[src/rtl/vga_rx_monitor.sv]
// -----------------------------------------------------------------------------
// vga_rx_monitor
//
// Purpose
//   Passive monitor for a VGA-style video stream. It registers the sync and
//   colour pins once, measures line length and frame height from the sync
//   leading edges, and runs a SEARCH -> ACQUIRE -> LOCKED tracker. It checks
//   the measured timing against the parameters. While locked it emits the
//   active pixels with their (x, y) coordinates. Pixel outputs appear two
//   clocks after the pins.
//
//   Optional feature: define VGA_RX_MONITOR_CRC_EN to build a per-frame
//   CRC-16-CCITT over the emitted pixels. The polynomial is 0x1021, the
//   initial value is 0xFFFF, there is no reflection, and each pixel feeds
//   12 bits MSB first. When the macro is undefined, frame_crc is tied to 0
//   and no CRC logic exists.
//
// Parameters
//   H_TOTAL / V_TOTAL             expected pixels per line / lines per frame
//   H_ACTIVE / V_ACTIVE           active pixels per line / active lines
//   H_SYNC_TO_ACT / V_SYNC_TO_ACT offset from sync leading edge to first
//                                 active pixel / line
//   SYNC_POL                      asserted level of hs and vs
//
// Ports
//   clk, rst_n        pixel clock, asynchronous active-low reset
//   hs, vs            horizontal / vertical sync inputs
//   r, g, b           4-bit colour inputs
//   pix_valid         pix_x / pix_y / pix_rgb carry an active pixel
//   pix_x, pix_y      active column / row
//   pix_rgb           {r,g,b} of that pixel
//   locked            timing matches the parameters
//   line_len          measured length of the last line
//   frame_lines       measured line count of the last frame
//   frame_done        one-cycle pulse on each frame end that leaves us locked
//   err_cnt           saturating count of lock losses
//   frame_crc         pixel CRC of the last frame (0 when CRC is not built)
// -----------------------------------------------------------------------------
module vga_rx_monitor #(
    parameter int   H_TOTAL       = 1056,
    parameter int   V_TOTAL       = 628,
    parameter int   H_ACTIVE      = 800,
    parameter int   V_ACTIVE      = 600,
    parameter int   H_SYNC_TO_ACT = 216,
    parameter int   V_SYNC_TO_ACT = 27,
    parameter logic SYNC_POL      = 1'b1
) (
    input  logic        clk,
    input  logic        rst_n,
    input  logic        hs,
    input  logic        vs,
    input  logic [3:0]  r,
    input  logic [3:0]  g,
    input  logic [3:0]  b,
    output logic        pix_valid,
    output logic [10:0] pix_x,
    output logic [10:0] pix_y,
    output logic [11:0] pix_rgb,
    output logic        locked,
    output logic [10:0] line_len,
    output logic [10:0] frame_lines,
    output logic        frame_done,
    output logic [7:0]  err_cnt,
    output logic [15:0] frame_crc
);

    // Window bounds are carried at 12 bits, so hcnt+1 never wraps in a
    // comparison.
    localparam logic [11:0] H_TOTAL_W = 12'(H_TOTAL);
    localparam logic [11:0] V_TOTAL_W = 12'(V_TOTAL);
    localparam logic [11:0] H_ACT_LO  = 12'(H_SYNC_TO_ACT);
    localparam logic [11:0] H_ACT_HI  = 12'(H_SYNC_TO_ACT + H_ACTIVE);
    localparam logic [11:0] V_ACT_LO  = 12'(V_SYNC_TO_ACT);
    localparam logic [11:0] V_ACT_HI  = 12'(V_SYNC_TO_ACT + V_ACTIVE);
    localparam logic [10:0] CNT_MAX   = 11'h7FF;

    typedef enum logic [1:0] {
        SEARCH  = 2'd0,
        ACQUIRE = 2'd1,
        LOCKED  = 2'd2
    } state_t;

    state_t state;
    state_t state_nxt;

    // Input stage and edge-detect history
    logic        hs_q;
    logic        vs_q;
    logic        hs_d;
    logic        vs_d;
    logic [11:0] rgb_q;
    logic        hs_edge;
    logic        vs_edge;

    // Timing counters
    logic [10:0] hcnt;
    logic [10:0] vcnt;
    logic [10:0] hcnt_nxt;
    logic [10:0] vcnt_nxt;
    logic [11:0] hcnt_p1;
    logic [11:0] vcnt_p1;

    // Lock-tracking bookkeeping
    logic        hs_seen;
    logic        line_ok;
    logic        line_ok_nxt;
    logic        line_bad;
    logic        frame_bad;
    logic        lose_lock;
    logic        frame_done_nxt;

    // Pixel window
    logic        in_h;
    logic        in_v;
    logic        pix_valid_nxt;
    logic [11:0] pix_x_full;
    logic [11:0] pix_y_full;

    // -------------------------------------------------------------------------
    // Edge detection on the registered syncs
    // -------------------------------------------------------------------------
    assign hs_edge = (hs_q == SYNC_POL) && (hs_d != SYNC_POL);
    assign vs_edge = (vs_q == SYNC_POL) && (vs_d != SYNC_POL);

    // -------------------------------------------------------------------------
    // Counter next-state. hcnt_nxt/vcnt_nxt are the coordinates of the sample
    // now sitting in rgb_q. The pixel window is evaluated on these values, so
    // position and colour stay aligned.
    // -------------------------------------------------------------------------
    always_comb begin
        hcnt_p1  = {1'b0, hcnt} + 12'd1;
        vcnt_p1  = {1'b0, vcnt} + 12'd1;
        hcnt_nxt = hcnt;
        vcnt_nxt = vcnt;

        if (hs_edge) begin
            hcnt_nxt = '0;
        end else if (hcnt != CNT_MAX) begin
            hcnt_nxt = hcnt_p1[10:0];
        end

        // A VS edge takes priority over a coincident HS edge.
        if (vs_edge) begin
            vcnt_nxt = '0;
        end else if (hs_edge && (vcnt != CNT_MAX)) begin
            vcnt_nxt = vcnt_p1[10:0];
        end
    end

    // -------------------------------------------------------------------------
    // Timing checks. The first HS edge after reset closes a line of unknown
    // length, so line checks start only after it.
    // -------------------------------------------------------------------------
    assign line_bad  = hs_edge && hs_seen && (hcnt_p1 != H_TOTAL_W);
    assign frame_bad = vs_edge && (vcnt_p1 != V_TOTAL_W);

    // -------------------------------------------------------------------------
    // Lock FSM: state register
    // -------------------------------------------------------------------------
    always_ff @(posedge clk or negedge rst_n) begin
        if (!rst_n) begin
            state <= SEARCH;
        end else begin
            state <= state_nxt;
        end
    end

    // -------------------------------------------------------------------------
    // Lock FSM: next state and side outputs.
    // line_ok records whether every line of the current frame was the right
    // length. A mid-frame lock loss clears it, so the damaged frame cannot
    // relock at its own end. A clean frame must follow before lock returns.
    // -------------------------------------------------------------------------
    always_comb begin
        state_nxt      = state;
        lose_lock      = 1'b0;
        frame_done_nxt = 1'b0;
        line_ok_nxt    = line_ok;

        if (vs_edge) begin
            line_ok_nxt = 1'b1;
        end else if (line_bad) begin
            line_ok_nxt = 1'b0;
        end

        case (state)
            SEARCH: begin
                if (vs_edge) begin
                    state_nxt = ACQUIRE;
                end
            end
            ACQUIRE: begin
                // The HS edge coinciding with VS closes the frame's last line.
                if (vs_edge && line_ok && !line_bad && !frame_bad) begin
                    state_nxt = LOCKED;
                end
            end
            LOCKED: begin
                if (line_bad || frame_bad) begin
                    state_nxt = ACQUIRE;
                    lose_lock = 1'b1;
                end
            end
            default: begin
                state_nxt = SEARCH;
            end
        endcase

        frame_done_nxt = vs_edge && (state_nxt == LOCKED);
    end

    assign locked = (state == LOCKED);

    // -------------------------------------------------------------------------
    // Pixel window, evaluated on the coordinates of the sample in rgb_q
    // -------------------------------------------------------------------------
    always_comb begin
        in_h          = ({1'b0, hcnt_nxt} >= H_ACT_LO) && ({1'b0, hcnt_nxt} < H_ACT_HI);
        in_v          = ({1'b0, vcnt_nxt} >= V_ACT_LO) && ({1'b0, vcnt_nxt} < V_ACT_HI);
        pix_valid_nxt = (state == LOCKED) && in_h && in_v;
        pix_x_full    = {1'b0, hcnt_nxt} - H_ACT_LO;
        pix_y_full    = {1'b0, vcnt_nxt} - V_ACT_LO;
    end

    // -------------------------------------------------------------------------
    // Datapath registers
    // -------------------------------------------------------------------------
    always_ff @(posedge clk or negedge rst_n) begin
        if (!rst_n) begin
            // Reset the sync history to the asserted level. A sync still
            // asserted at release then gives no spurious leading edge.
            hs_q        <= SYNC_POL;
            vs_q        <= SYNC_POL;
            hs_d        <= SYNC_POL;
            vs_d        <= SYNC_POL;
            rgb_q       <= '0;
            hcnt        <= '0;
            vcnt        <= '0;
            line_len    <= '0;
            frame_lines <= '0;
            hs_seen     <= 1'b0;
            line_ok     <= 1'b0;
            err_cnt     <= '0;
            frame_done  <= 1'b0;
            pix_valid   <= 1'b0;
            pix_x       <= '0;
            pix_y       <= '0;
            pix_rgb     <= '0;
        end else begin
            hs_q    <= hs;
            vs_q    <= vs;
            hs_d    <= hs_q;
            vs_d    <= vs_q;
            rgb_q   <= {r, g, b};
            hcnt    <= hcnt_nxt;
            vcnt    <= vcnt_nxt;
            line_ok <= line_ok_nxt;

            if (hs_edge) begin
                line_len <= hcnt_p1[10:0];
                hs_seen  <= 1'b1;
            end
            if (vs_edge) begin
                frame_lines <= vcnt_p1[10:0];
            end

            if (lose_lock && (err_cnt != 8'hFF)) begin
                err_cnt <= err_cnt + 8'd1;
            end

            frame_done <= frame_done_nxt;

            pix_valid <= pix_valid_nxt;
            if (pix_valid_nxt) begin
                pix_x   <= pix_x_full[10:0];
                pix_y   <= pix_y_full[10:0];
                pix_rgb <= rgb_q;
            end else begin
                pix_x   <= '0;
                pix_y   <= '0;
                pix_rgb <= '0;
            end
        end
    end

    // -------------------------------------------------------------------------
    // Frame CRC (optional)
    // -------------------------------------------------------------------------
`ifdef VGA_RX_MONITOR_CRC_EN
    logic [15:0] crc;
    logic [15:0] crc_upd;

    // One pixel per clock: twelve serial CRC steps unrolled, MSB first.
    function automatic logic [15:0] crc16_step12(input logic [15:0] crc_in,
                                                 input logic [11:0] data);
        logic [15:0] c;
        c = crc_in;
        for (int i = 11; i >= 0; i--) begin
            c = {c[14:0], 1'b0} ^ ((c[15] ^ data[i]) ? 16'h1021 : 16'h0000);
        end
        return c;
    endfunction

    always_comb begin
        crc_upd = crc;
        if (pix_valid) begin
            crc_upd = crc16_step12(crc, pix_rgb);
        end
    end

    always_ff @(posedge clk or negedge rst_n) begin
        if (!rst_n) begin
            crc       <= 16'hFFFF;
            frame_crc <= 16'h0000;
        end else if (vs_edge) begin
            frame_crc <= crc_upd;
            crc       <= 16'hFFFF;
        end else begin
            crc       <= crc_upd;
        end
    end
`else
    assign frame_crc = 16'h0000;
`endif

endmodule

[config.mk]
export PLATFORM = sky130hd
export DESIGN_NAME = vga_rx_monitor
export DESIGN_NICKNAME = d
export VERILOG_FILES = /design/src/rtl/vga_rx_monitor.sv
export SDC_FILE = /design/constraint.sdc
export NUM_CORES = 1
export LEC_CHECK = 0
export ABC_AREA = 1
export BUFFER_PORTS_ARGS = -buffer_cell sky130_fd_sc_hd__buf_2
export CAP_MARGIN = 10
export CORE_MARGIN = 5
export CORE_UTILIZATION = 35
export DETAILED_ROUTE_END_ITERATION = 12
export PLACE_DENSITY_LB_ADDON = 0.25
export SYNTH_ARGS = -nofsm -noshare
export SYNTH_HDL_FRONTEND = slang
export SYNTH_SLANG_ARGS = --single-unit
[constraint.sdc]
create_clock -name clk -period 3.11 [get_ports clk]
set_input_delay 0.4665 -clock clk [delete_from_list [all_inputs] [get_ports clk]]
set_output_delay 0.4665 -clock clk [all_outputs]
set_load 0.1 [all_outputs]
==> summary.md <==
| Metric | Value |
|---|---|
| Status | complete, no violations |
| Worst Path Arrival | approximately 3 ns |
| Reg2reg path depth | 13 |
| Final ANT Viol Nets | 0 |
| Average wire per standard cell | between 10 and 15 microns |
| Rel. slew slack | 61.2% |
| CTS buffer count | 9 |
| Cell Rows | 45 |
| Top layer used by detailed routing | met4 |
| # hold bufs at CTS | 0 |
| DR vias/cell | 4.54 |
| Remaining Overflow, GRT | 0 |
| Initial antenna violation count | 0 |
| Share of layout cells above drive strength 1 | a little over a quarter |
| Met2 routed WL | about 5600 microns |
| Pwr Density | between 500 and 600 mW/mm^2 |
| Final-report max-slew violation count | 0 |
| Crit share post-route | about 87% |
| Met1 wire length | between 5000 and 6000 microns |
| # port buffers | 82 |
| Maximum clock frequency | between 300 and 400 MHz |
| Seq cells post-synth | around 110 |
| HPWL Detailed | 9180 microns |
| R2R Path End | pix_x[10] |
| RR Startpoint | hcnt[0] |
| DR pass1 iterations | 5 |
| CP Launch Type | flip-flop |
| Gate Count Post-Synth | about 600 |
| Crit path max fanout | 11 |
| Number of global-route vias before repair | 3971 |
| Cell Chain, Critical Path | ha_1 -> nand2_2 -> nor2_2 -> nand3_2 -> a21oi_2 -> ha_1 -> nor2_1 -> o21ai_1 -> nand2_1 -> nor2_2 -> nand3_4 -> buf_12 -> nor2_1 |
| WHS | between 0.08 and 0.09 ns |
| Slowest stage delay, CP | approximately 0.42 ns |
| Hold Crit Class | in2async |
| Clk_lat worst skew | 0.36 ns |
| H-tree levels | 3 |
| FF+latch area | 0.00271 sq mm |
| N_diodes | 0 |
| P_int | ~2200 uW |
| Post CTS Setup Buffer Count | 0 |
| CTS sink cnt | 108 |
| Yosys top cell by area | dfrtp_1 |
| Mean Syn Cell Area | approximately 9 sq um |
| CP Class | reg2reg |
| WP data required | roughly 3.4 ns |
| Final setup vio count | 0 |
| Crit-path slowest cell | dfrtp_1 |
| Crit end category | flip-flop |
| CTS max path bufs | 2 |
| Starting density of the core | about 35% |
| CTS tree | built |
| Sequential power share | a little over two fifths |
| First-pass GRT wire length | about 20000 microns |
| Die H | around 130 microns |
| RSZ-0062 raised after global routing | false |
| Post-synthesis sequential area ratio | roughly 50% |
| Area of the multi-input gates | 0.00217 sq mm |
| Synth unique cells | 36 |
| Fillers | approximately 1.5k |
| Largest net degree at the start of global routing | 70 |
| Area contributors post-synth | dfrtp_1 (49%), nand2_1 (10%), nor2_4 (7.4%) |
| Reg2reg setup slack | just over 0.4 ns |
| Clk pin slew, worst setup/hold paths | around 0.08 ns |
| Root Buffer | clkbuf_16 |
| Routed length on met3 | a little under 600 microns |
| Clk_skew | 0.00896 ns |
| Final min period | between 2 and 3 ns |
| Die area | approximately 0.018 sq mm |
| Total Power | 3630 uW |
| Max rail drop VDD | around 280 uV |
| Final Net Count | about 710 |
| Post_cts resized | 0 |
| Part of the power in combinational logic | about 25% |
| Core Box Area | 0.0151 sq mm |
| Switch Pwr | approximately 1400 uW |
| Vias | around 4.0k |
| Leak pwr | roughly 0.0033 uW |
| Share of the synthesized area in the top cell type | 48.8% |
| GR Util All Layers | around 14% |
| 1st-iter DRT viols | about 310 |
| Worst slew pin tran | 0.576 ns |
| IO Pins | 99 |
| Final hold vios | 0 |
| WL final | about 12000 microns |
| Clock power share | between 30% and 40% |
| Die width | approximately 130 microns |
| Post-route setup TNS | 0 ns |
| Net Sw Frac | around 38% |
| Area Overhead vs Synth | 17.3% |
| Yosys warnings | 0 |
| Max-cap violation count | 0 |
| Routability cong. | approximately 0.85 |
| Post-Syn Area | about 0.0053 sq mm |
| # DRC | 0 |
placed cells by master (no fill, tap or decap), types with 7 or more instances in the layout:
cell type	instances
clkbuf_16	9
nor2_4	35
buf_2	81
nand2_1	148
xor2_1	12
nand4_1	7
nand3_1	40
o21ai_0	26
nor2_1	50
inv_1	72
a21oi_1	8
conb_1	16
nand2_2	9
dfrtp_1	104
buf_4	7
layout make-up:
type | count | area share [%]
flip-flops and latches | 108 | 43.3
multi-input cells | 396 | 34.7
repair buffers | 92 | 8.60
inverters | 79 | 4.78
well taps | 188 | 3.76
clock buffers | 9 | 3.60
clock inverters | 7 | 1.26
sequential cells by signal, indices dropped and copies added, names as in the netlist, 2 cells and up:
| register | flops |
|---|---|
| vcnt | 11 |
| frame_lines | 11 |
| pix_y | 11 |
| hcnt | 11 |
| err_cnt | 8 |
| state | 2 |
| line_len | 11 |
| pix_x | 11 |
| rgb_q | 12 |
| pix_rgb | 12 |
per-stage QoR:
step	setup slack (ns)	cell area (sq um)	utilization (%)	std cells
CTS	0.360	6260	41.5	879
detailed placement	0.394	5950	39.5	863
finish	0.404	6260	41.5	879
global placement	0.457	5950	39.5	863
floorplan	0.294	5390	-	610
global route	0.127	6260	41.5	879
per-layer routing:
metal	track usage, %	vias up
met4	4.23	0
met5	0	-
li1	-	1993
met2	22.4	95
met1	19.4	1897
met3	3.32	9
critical path, delay by kind of cell, from the launching register on:
kind / cells / cell delay [ns]
simple gates: 8 / 1.08
fa+ha+maj: 2 / 0.47
flops: 1 / 0.42
compound gates: 2 / 0.42
buf+inv: 1 / 0.24
worst max-delay path by stage:
stage	startpoint	end	slack, ns	cells past startpoint
3_5_place_dp	hcnt[0]	pix_rgb[11]	0.39	13
6_report	hcnt[0]	pix_x[10]	0.40	13
2_1_floorplan	state[1]	pix_x[0]	0.29	11
4_1_cts	hcnt[0]	pix_x[10]	0.36	13
5_1_grt	hcnt[0]	pix_x[10]	0.13	13
3_3_place_gp	hcnt[0]	pix_x[10]	0.46	13
cells in the mapped netlist:
cell type	number
clkbuf_1	5
o21ai_0	26
buf_2	2
o21a_1	1
o21bai_1	1
buf_4	16
inv_4	1
dfstp_2	4
or2_2	1
nand2_1	148
nor2_2	6
nand3_4	3
nand4_2	1
o21ai_1	6
nand4_1	7
nand3b_1	3
nor2_4	35
a21oi_1	8
a31oi_1	1
nand2_2	9
nand3_2	5
conb_1	1
nor3_2	3
nor3_1	2
dfrtp_1	104
buf_1	1
buf_12	3
a21oi_2	1
nand3_1	40
inv_2	6
nand2_4	2
inv_1	72
ha_1	5
xor2_1	12
nor2_1	50
xnor2_1	4
power groups by stage:
stage | Sequential [uW] | Combinational [uW] | Clock (uW)
floorplan | 1910 | 408 | 0
global placement | 1590 | 896 | 0
detailed placement | 1600 | 899 | 0
CTS | 1570 | 901 | 1210
global route | 1580 | 961 | 1270
finish | 1570 | 894 | 1170
cell families (layout without fill, tap and decap cells):
| kind of cell | after synthesis | count (layout) | synth area share [%] |
|---|---|---|---|
| buffers and inverters | 106 | 187 | 9.59 |
| AOI/OAI and AO/OA | 44 | 44 | 4.31 |
| and+or+nand+nor | 315 | 315 | 31.5 |
| DFF | 108 | 108 | 50.7 |
| other | 1 | 16 | 0.0703 |
| adders and majority gates | 5 | 5 | 1.17 |
| xor gates and xnor gates | 16 | 16 | 2.63 |
No activity file was read; power rests on OpenSTA's default activity.
